===== src/rtl/match_report_if.sv =====
// rtl/match_report_if.sv - match input and byte-wide UART start/complete handshake bundle
interface match_report_if;
  logic       match_valid;
  logic [9:0] match_x;
  logic [8:0] match_y;
  logic       frame_done;
  logic       tx_start;
  logic [7:0] tx_data;
  logic       tx_complete;

  modport master (
    output match_valid, match_x, match_y, frame_done, tx_complete,
    input  tx_start, tx_data
  );

  modport slave (
    input  match_valid, match_x, match_y, frame_done, tx_complete,
    output tx_start, tx_data
  );
endinterface


===== src/rtl/match_report_sequencer.sv =====
// rtl/match_report_sequencer.sv - queues match coordinates and sends them as framed UART byte packets
// Optional 6th checksum byte per packet when MATCH_REPORT_CHECKSUM_EN is defined.
module match_report_sequencer #(
  parameter int         FIFO_DEPTH = 8,
  parameter logic [7:0] HEADER     = 8'hA5,
  parameter int         DROP_W     = 8
) (
  input  logic              clock_i,
  input  logic              reset_i,
  match_report_if.slave     mr_if,
  output logic              fifo_full_o,
  output logic [DROP_W-1:0] dropped_o,
  output logic              idle_o
);

  localparam int AW = $clog2(FIFO_DEPTH);
  localparam int CW = AW + 1;

`ifdef MATCH_REPORT_CHECKSUM_EN
  localparam logic [2:0] LAST_IDX = 3'd5;
`else
  localparam logic [2:0] LAST_IDX = 3'd4;
`endif

  localparam logic [1:0] S_IDLE = 2'd0;
  localparam logic [1:0] S_SEND = 2'd1;
  localparam logic [1:0] S_WAIT = 2'd2;
  localparam logic [1:0] S_NEXT = 2'd3;

  logic [18:0]       mem [FIFO_DEPTH];
  logic [AW-1:0]     wr_ptr_q, rd_ptr_q;
  logic [CW-1:0]     count_q;
  logic [DROP_W-1:0] dropped_q;

  logic [1:0]  state_q, state_d;
  logic [2:0]  idx_q, idx_d;
  logic [18:0] pkt_q, pkt_d;
  logic [7:0]  tx_data_q, tx_data_d;
  logic        term_act_q, term_act_d;
  logic        term_pend_q, term_pend_d;

  logic fifo_empty, fifo_full, push, pop, drop, last_done;

  // Packet register holds {x[9:0], y[8:0]}; bytes are sliced from it on demand.
  function automatic logic [7:0] pkt_byte(input logic [18:0] p, input logic [2:0] i);
    logic [7:0] b;
    case (i)
      3'd0:    b = HEADER;
      3'd1:    b = {6'b0, p[18:17]};
      3'd2:    b = p[16:9];
      3'd3:    b = {7'b0, p[8]};
      3'd4:    b = p[7:0];
`ifdef MATCH_REPORT_CHECKSUM_EN
      3'd5:    b = {6'b0, p[18:17]} ^ p[16:9] ^ {7'b0, p[8]} ^ p[7:0];
`endif
      default: b = 8'h00;
    endcase
    return b;
  endfunction

  assign fifo_empty = (count_q == '0);
  assign fifo_full  = (count_q == CW'(FIFO_DEPTH));
  assign pop        = (state_q == S_IDLE) && !fifo_empty;
  // A pop in the same cycle frees the slot, so a push against a full FIFO still lands.
  assign push       = mr_if.match_valid && (!fifo_full || pop);
  assign drop       = mr_if.match_valid && fifo_full && !pop;
  assign last_done  = (state_q == S_NEXT) && (idx_q == LAST_IDX);

  always_comb begin
    state_d     = state_q;
    idx_d       = idx_q;
    pkt_d       = pkt_q;
    tx_data_d   = tx_data_q;
    term_act_d  = term_act_q;
    term_pend_d = term_pend_q;

    if (mr_if.frame_done) begin
      term_pend_d = 1'b1;
    end else if (last_done && term_act_q) begin
      term_pend_d = 1'b0;
    end

    case (state_q)
      S_IDLE: begin
        if (!fifo_empty) begin
          pkt_d      = mem[rd_ptr_q];
          term_act_d = 1'b0;
          idx_d      = 3'd0;
          tx_data_d  = HEADER;
          state_d    = S_SEND;
        end else if (term_pend_q) begin
          pkt_d      = '1;
          term_act_d = 1'b1;
          idx_d      = 3'd0;
          tx_data_d  = HEADER;
          state_d    = S_SEND;
        end
      end
      S_SEND: state_d = S_WAIT;
      S_WAIT: begin
        if (mr_if.tx_complete) state_d = S_NEXT;
      end
      S_NEXT: begin
        if (idx_q == LAST_IDX) begin
          idx_d     = 3'd0;
          tx_data_d = 8'h00;
          state_d   = S_IDLE;
        end else begin
          idx_d     = idx_q + 3'd1;
          tx_data_d = pkt_byte(pkt_q, idx_q + 3'd1);
          state_d   = S_SEND;
        end
      end
      default: state_d = S_IDLE;
    endcase
  end

  always_ff @(posedge clock_i) begin
    if (push) mem[wr_ptr_q] <= {mr_if.match_x, mr_if.match_y};
  end

  always_ff @(posedge clock_i or negedge reset_i) begin
    if (!reset_i) begin
      wr_ptr_q    <= '0;
      rd_ptr_q    <= '0;
      count_q     <= '0;
      dropped_q   <= '0;
      state_q     <= S_IDLE;
      idx_q       <= 3'd0;
      pkt_q       <= '0;
      tx_data_q   <= 8'h00;
      term_act_q  <= 1'b0;
      term_pend_q <= 1'b0;
    end else begin
      if (push) wr_ptr_q <= wr_ptr_q + AW'(1);
      if (pop)  rd_ptr_q <= rd_ptr_q + AW'(1);
      case ({push, pop})
        2'b10:   count_q <= count_q + CW'(1);
        2'b01:   count_q <= count_q - CW'(1);
        default: count_q <= count_q;
      endcase
      if (drop && (dropped_q != '1)) dropped_q <= dropped_q + DROP_W'(1);
      state_q     <= state_d;
      idx_q       <= idx_d;
      pkt_q       <= pkt_d;
      tx_data_q   <= tx_data_d;
      term_act_q  <= term_act_d;
      term_pend_q <= term_pend_d;
    end
  end

  assign mr_if.tx_start = (state_q == S_SEND);
  assign mr_if.tx_data  = tx_data_q;
  assign fifo_full_o    = fifo_full;
  assign dropped_o      = dropped_q;
  assign idle_o         = (state_q == S_IDLE) && fifo_empty && !term_pend_q;

endmodule


===== src/flat_wrapper.sv =====
// flat-port wrapper written by rule: the top's interface ports become plain ports
module match_report_sequencer_flat 
#(
  parameter int         FIFO_DEPTH = 8,
  parameter logic [7:0] HEADER     = 8'hA5,
  parameter int         DROP_W     = 8
)
  (clock_i, reset_i, fifo_full_o, dropped_o, idle_o, mr_if_match_valid, mr_if_match_x, mr_if_match_y, mr_if_frame_done, mr_if_tx_complete, mr_if_tx_start, mr_if_tx_data);
  match_report_if mr_if_i ();
  input  logic clock_i;
  input  logic reset_i;
  output logic fifo_full_o;
  output logic [DROP_W-1:0] dropped_o;
  output logic idle_o;
  input wire logic [$bits(mr_if_i.match_valid)-1:0] mr_if_match_valid;
  input wire logic [$bits(mr_if_i.match_x)-1:0] mr_if_match_x;
  input wire logic [$bits(mr_if_i.match_y)-1:0] mr_if_match_y;
  input wire logic [$bits(mr_if_i.frame_done)-1:0] mr_if_frame_done;
  input wire logic [$bits(mr_if_i.tx_complete)-1:0] mr_if_tx_complete;
  output wire logic [$bits(mr_if_i.tx_start)-1:0] mr_if_tx_start;
  output wire logic [$bits(mr_if_i.tx_data)-1:0] mr_if_tx_data;
  assign mr_if_i.match_valid = mr_if_match_valid;
  assign mr_if_i.match_x = mr_if_match_x;
  assign mr_if_i.match_y = mr_if_match_y;
  assign mr_if_i.frame_done = mr_if_frame_done;
  assign mr_if_i.tx_complete = mr_if_tx_complete;
  assign mr_if_tx_start = mr_if_i.tx_start;
  assign mr_if_tx_data = mr_if_i.tx_data;
  match_report_sequencer #(.FIFO_DEPTH(FIFO_DEPTH), .HEADER(HEADER), .DROP_W(DROP_W)) u_core (.clock_i(clock_i), .reset_i(reset_i), .mr_if(mr_if_i), .fifo_full_o(fifo_full_o), .dropped_o(dropped_o), .idle_o(idle_o));
endmodule

===== config.mk =====
export PLATFORM = sky130hd
export DESIGN_NAME = match_report_sequencer_flat
export DESIGN_NICKNAME = d
export VERILOG_FILES = /design/src/rtl/match_report_if.sv /design/src/rtl/match_report_sequencer.sv /design/src/flat_wrapper.sv
export SDC_FILE = /design/constraint.sdc
export NUM_CORES = 1
export LEC_CHECK = 0
export ABC_AREA = 1
export ABC_CLOCK_PERIOD_IN_PS = 7500
export BUFFER_PORTS_ARGS = -buffer_cell sky130_fd_sc_hd__buf_2
export CORE_ASPECT_RATIO = 1.75
export CORE_MARGIN = 4
export CORE_UTILIZATION = 55
export DETAILED_ROUTE_END_ITERATION = 10
export PLACE_DENSITY = 0.78
export SLEW_MARGIN = 5
export SYNTH_ARGS = -nofsm -noshare
export SYNTH_HDL_FRONTEND = slang
export SYNTH_SLANG_ARGS = --single-unit
export TNS_END_PERCENT = 50

===== constraint.sdc =====
create_clock -name clock_i -period 7.5 [get_ports clock_i]
set_input_delay 1.125 -clock clock_i [delete_from_list [all_inputs] [get_ports clock_i]]
set_output_delay 1.125 -clock clock_i [all_outputs]
set_load 0.01 [all_outputs]

# ---- After elaboration in Yosys (flattened, before gate mapping)
# Memories as Yosys holds them, arrays and structs flattened.
# Index checks and enable logic that the tools add are counted.
dict set report totals {
  register_bits 52
  latch_bits 0
  mem_bits_rw 152
  mem_bits_ro 0
  in_bits 24
  wordCells 78
  memories 1
}
dict set report classes {
  n_addsub 6
  n_mul 0
  n_div 0
  n_lt_le_gt_ge 0
  eq_ne 15
  shift 0
  muxes 23
  bitwise_logic 0
  n_reduce_logical 23
}
# name depth width rd rd_clocked_by_memory_dff write_ports line
set memory_table {}
lappend memory_table {u_core.mem 8 19 1 0 1 match_report_sequencer.sv:30} ;# logic [18:0] mem [FIFO_DEPTH];
# operator count
set ops {}
lappend ops {{8-bit one-hot mux with 5 select lines} 1}
lappend ops {{19-bit two-way mux} 2}
lappend ops {{8-bit two-way mux} 3}
lappend ops {{8-bit one-hot mux with 2 select lines} 1}
lappend ops {{3-bit by 1-bit adder with 3-bit output, second input constant} 3}
lappend ops {{1-bit logical AND} 9}
lappend ops {{3-bit two-way mux} 3}
lappend ops {{8-bit by 1-bit adder with 8-bit output, second input constant} 1}
lappend ops {{8-bit != test, second input constant} 1}
lappend ops {{2-bit one-hot mux with 4 select lines} 1}
lappend ops {{4-bit one-hot mux with 2 select lines} 1}
lappend ops {{1-bit two-way mux} 7}
lappend ops {{2-bit equality test, second input constant} 3}
lappend ops {{3-bit by 2-bit equality test with 1-bit output, second input constant} 2}
lappend ops {{3-bit equality test, second input constant} 2}
lappend ops {{2-bit two-way mux} 3}
lappend ops {{3-bit one-hot mux with 2 select lines} 1}
lappend ops {{2-bit AND reduction} 3}
lappend ops {{2-bit nonzero test} 3}
lappend ops {{4-bit by 1-bit adder with 4-bit output, second input constant} 1}
lappend ops {{2-bit by 1-bit equality test with 1-bit output, second input constant} 2}
lappend ops {{4-bit equality test, second input constant} 1}
lappend ops {{1-bit zero test} 4}
lappend ops {{4-bit zero test} 1}
lappend ops {{other kinds (8)} 8}

# ---- Logic depth before layout (Yosys ltp)
dict set report depth {
  ltp_word 7
  mapped_depth 12
  mapped_depth_nobuf 12
}

# ---- Worst setup path before layout
# No wires, ideal clock.
dict set report synth_path {
  kind {input-to-reg}
  from {input mr_if_match_valid}
  to {memory u_core.mem[0][0] (enable)}
  arrival_ns 2.291
  required_time_ns 7.105
  path_slack_ns 4.814
  cell_stages 3
  path_buffers 0
  path_cell_list {nand2_2 or2_1 nor2_1}
}
dict set report synth_between {
  elab_chain_len 3
}
# element line
set synth_lines {}
lappend synth_lines {{start, declared} flat_wrapper.sv:15} ;# input wire logic [$bits(mr_if_i.match_valid)-1:0] mr_if_match_valid;
lappend synth_lines {{1-bit logical AND} match_report_sequencer.sv:65} ;# assign push = mr_if.match_valid && (!fifo_full || pop);
lappend synth_lines {{1-bit two-way mux} match_report_sequencer.sv:119} ;# if (push) mem[wr_ptr_q] <= {mr_if.match_x, mr_if.match_y};
lappend synth_lines {{1-bit two-way mux (implied by the code)} match_report_sequencer.sv:119}
lappend synth_lines {{end, declared} match_report_sequencer.sv:30}
# No other way between the ends.

# ---- Final worst setup path
dict set report layout_path {
  from {register u_core.state_q[1]}
  to {output idle_o}
}
dict set report layout_between {
  elab_chain_len 3
}
# element line
set layout_lines {}
lappend layout_lines {{start, declared} match_report_sequencer.sv:35} ;# logic [1:0] state_q, state_d;
lappend layout_lines {{start signal, assigned} match_report_sequencer.sv:143} ;# state_q <= state_d;
lappend layout_lines {{2-bit zero test} match_report_sequencer.sv:156} ;# assign idle_o = (state_q == S_IDLE) && fifo_empty && !term_pend_q;
lappend layout_lines {{1-bit logical AND (2 in a row)} match_report_sequencer.sv:156}
lappend layout_lines {{end, declared} flat_wrapper.sv:14} ;# output logic idle_o;
# No other way between the ends.

==> impl_metrics.py <==
metrics = {
    "run_status": {
        "outcome": "finished clean",
    },
    "global_routing": {
        "use_met2_pct": 35.5,
        "grt_pass1_vias": 5749,
        "grt_util_met3_pct": 2.81,
        "grt_use_total_pct": 19.6,
        "met1_usage_pct": 22.3,
        "grt_remaining_overflow": 0,
        "grt_max_degree": 80,
        "antenna_found_initial": 0,
        "grt_pass1_wl_um": 27400,
        "gr-max-usage-layer": "met2",
    },
    "clocking": {
        "clk_latency_ns": 0.47,
        "h-tree-depth": 1,
        "holdBufCountCts": 0,
        "cts_tree": "done",
        "cts_setup_buffers": 0,
        "root_buffer": "clkbuf_16",
        "cts.sinks": 204,
        "numCtsBuffers": 19,
        "clk_pin_slew_ns": 0.06,
        "clk_path_buf_depth": 3,
        "cts-resized-gates": 0,
    },
    "finish": {
        "final_util_pct": 61.7,
        "antenna_cells": 0,
        "most-common-layout-cells": "nand2_1 (235), edfxtp_1 (152), nand3_1 (147), dfrtp_1 (51), inv_1 (48)",
        "final_area_um2": 9500,
        "area_growth_pct": 9.69,
        "layout.nets": 859,
        "final_common_cell": "nand2_1",
        "layout-drive-gt1-share_pct": 12.1,
    },
    "sta": {
        "finalClockSkew_ns": 0.00578,
        "fmax_mhz": 346,
        "fin_setup_tns_ns": 0,
        "timing.final.crit_share_pct": 38.5,
        "period_minus_slack_ns": 2.89,
        "relSlewSlack_pct": 20.9,
        "drv_slew": 0,
        "rsz0062_at_grt": "false",
        "fin_ws_ns": 4.61,
        "hold_viol_final": 0,
        "hold_slack_ns": 0.479,
        "tightestPinTransition_ns": 1.18,
        "setup_viol": 0,
    },
    "drt": {
        "ant_nets": 0,
        "routed_wl_um": 17200,
        "vias": 5667,
        "viasPerCell": 5.58,
        "wl_per_cell_um": 16.9,
        "drt_pass1_iterations": 6,
        "dr.first_iter.drc_count": 450,
        "drc": 0,
    },
    "synthesis": {
        "synth_flop_cell": "edfxtp_1",
        "syn_inst": 786,
        "ys_warn_count": 0,
        "async_reset_ff_share_pct": 25.5,
        "syn_area_per_cell_um2": 11.0,
        "ys_seq_area_share_pct": 67.7,
        "synth_top_area_share_pct": 52.7,
        "ys_top_cells_by_area": "edfxtp_1 (53%), dfrtp_1 (15%), nand2_1 (10%)",
        "synth_edf_count": 152,
        "synth_area_um2": 8660,
        "syn_nets": 825,
        "synth_cell_types": 34,
        "post-synth-top-area-cell": "edfxtp_1",
        "ys_ff_latch": 204,
    },
    "critical_path": {
        "cp.required_ns": 6.38,
        "crit_type": "flip-flop to output pin",
        "crit_path_end_kind": "output pin",
        "crit_top_cell": "inv_1",
        "critPathSlowestCell": "dfrtp_1",
        "start_kind": "flip-flop",
        "worstPathCellList": "inv_1, ha_1, inv_1, nor2_1, buf_2",
        "cp_top_family": "buffers and inverters",
        "worst_path_largest_cell_delay_ns": 0.40,
        "crit_buf_inv": 3,
        "arrival_ns": 1.76,
        "path_max_fanout": 4,
    },
    "pwr": {
        "p_comb_share_pct": 32.9,
        "switching_share_pct": 36.7,
        "ir_worst_vdd_mv": 0.164,
        "seqPwrFrac_pct": 43.9,
        "p_leak_nw": 3.80,
        "internal-power_mw": 2.27,
        "switchingPower_mw": 1.32,
        "clock_power_share_pct": 23.2,
        "power_density_nw_per_um2": 378,
    },
    "floorplan": {
        "die_h_um": 174,
        "rows": 60,
        "fp.dieW_um": 103,
        "num_io_pins": 43,
        "core_um2": 15400,
        "initial_core_util_pct": 56.3,
        "die-area_um2": 17900,
    },
    "placed_design": {
        "pre_cts_ws_ns": 4.55,
        "placed_cell_area_um2": 8980,
        "dpl.hpwl_um": 10500,
        "portBuffers": 42,
        "place.gp.congestion": 0.829,
    },
    "worst_hold_path": {
        "hp-class": "flip-flop to flip-flop",
    },
    "run": {
        "maxCapViolCount": 0,
    },
}
final timing paths:
check                                        start                       to  slack, ns  depth (start not counted)
setup / recovery                 u_core.state_q[1]                   idle_o       4.61                          5
min in group asynchronous                  reset_i          u_core.idx_q[1]       0.75                          2
setup reg to reg                 u_core.state_q[1]        u_core.count_q[2]       4.64                         11
hold reg to reg            u_core.mr_if.tx_data[1]  u_core.mr_if.tx_data[1]       0.48                          2
hold / removal             u_core.mr_if.tx_data[1]  u_core.mr_if.tx_data[1]       0.48                          2
max in group asynchronous                  reset_i       u_core.rd_ptr_q[0]       6.26                          2
state kept, by name, indices dropped and copies added (netlist names):
register / count
u_core.term_act_q: 1
u_core.wr_ptr_q: 3
u_core.pkt_q: 19
u_core.mr_if.tx_data: 8
u_core.term_pend_q: 1
u_core.dropped_o: 8
u_core.count_q: 4
u_core.rd_ptr_q: 3
u_core.mem: 152
u_core.state_q: 2
u_core.idx_q: 3
kinds of logic (layout without fill, tap and decap cells):
| group | Yosys count | count (layout) | synth area share (%) |
|---|---|---|---|
| DFF | 204 | 204 | 67.7 |
| xor gates and xnor gates | 13 | 13 | 1.31 |
| and+or+nand+nor | 425 | 425 | 21.5 |
| AOI/OAI and AO/OA | 43 | 43 | 2.93 |
| buffers and inverters | 86 | 129 | 4.36 |
| adders and majority gates | 15 | 15 | 2.17 |
cells in the mapped netlist, types with 2 or more instances:
| cell | n |
|---|---|
| clkbuf_1 | 10 |
| inv_1 | 48 |
| buf_2 | 14 |
| nand2_2 | 7 |
| o21ai_1 | 8 |
| nor2_4 | 3 |
| a21oi_1 | 6 |
| xor2_1 | 8 |
| nand3_1 | 147 |
| ha_1 | 15 |
| nand4_1 | 5 |
| buf_4 | 8 |
| xnor2_1 | 5 |
| dfrtp_1 | 52 |
| edfxtp_1 | 152 |
| nand2_1 | 235 |
| nor2_1 | 20 |
| o21ai_0 | 21 |
| nor2_2 | 2 |
| o21ai_2 | 3 |
| inv_2 | 4 |
power groups by stage:
stage	Sequential, mW	Combinational, mW	Clock (mW)
final	1.58	1.18	0.833
after global routing	1.60	1.34	0.892
after CTS	1.58	1.18	0.843
after detailed placement	1.60	1.17	0
after global placement	1.59	1.14	0
after floorplan	1.56	0.903	0
worst register-to-register path: stages, from the launching register on:
cell,delay [ns]
dfrtp_1,0.40
inv_1,0.13
ha_1,0.25
inv_1,0.13
a31oi_4,0.69
ha_1,0.36
xor2_1,0.13
ha_1,0.19
a21oi_1,0.15
nor2_1,0.06
nand3b_1,0.15
o21a_1,0.10
area by class of cell:
type,count,area [µm²]
clock inverters,6,26.3
well taps,186,233
fillers,1179,5890
multi-input cells,496,2440
repair buffers,47,248
flip-flops and latches,204,5870
clock buffers,24,494
inverters,52,195
stage by stage:
step                      total power [mW]  instances
after floorplan                       2.46        786
after global placement                2.73        985
after detailed placement              2.77        985
after CTS                             3.60       1015
after global routing                  3.83       1015
final                                 3.59       1015
routing by layer:
| layer | vias to the layer above | routed length (µm) |
|---|---|---|
| met3 | 54 | 994 |
| met4 | 0 | 541 |
| li1 | 2734 | - |
| met1 | 2708 | 6320 |
| met2 | 171 | 9300 |
| met5 | - | 0 |
Power figures use the tool's default switching activity.
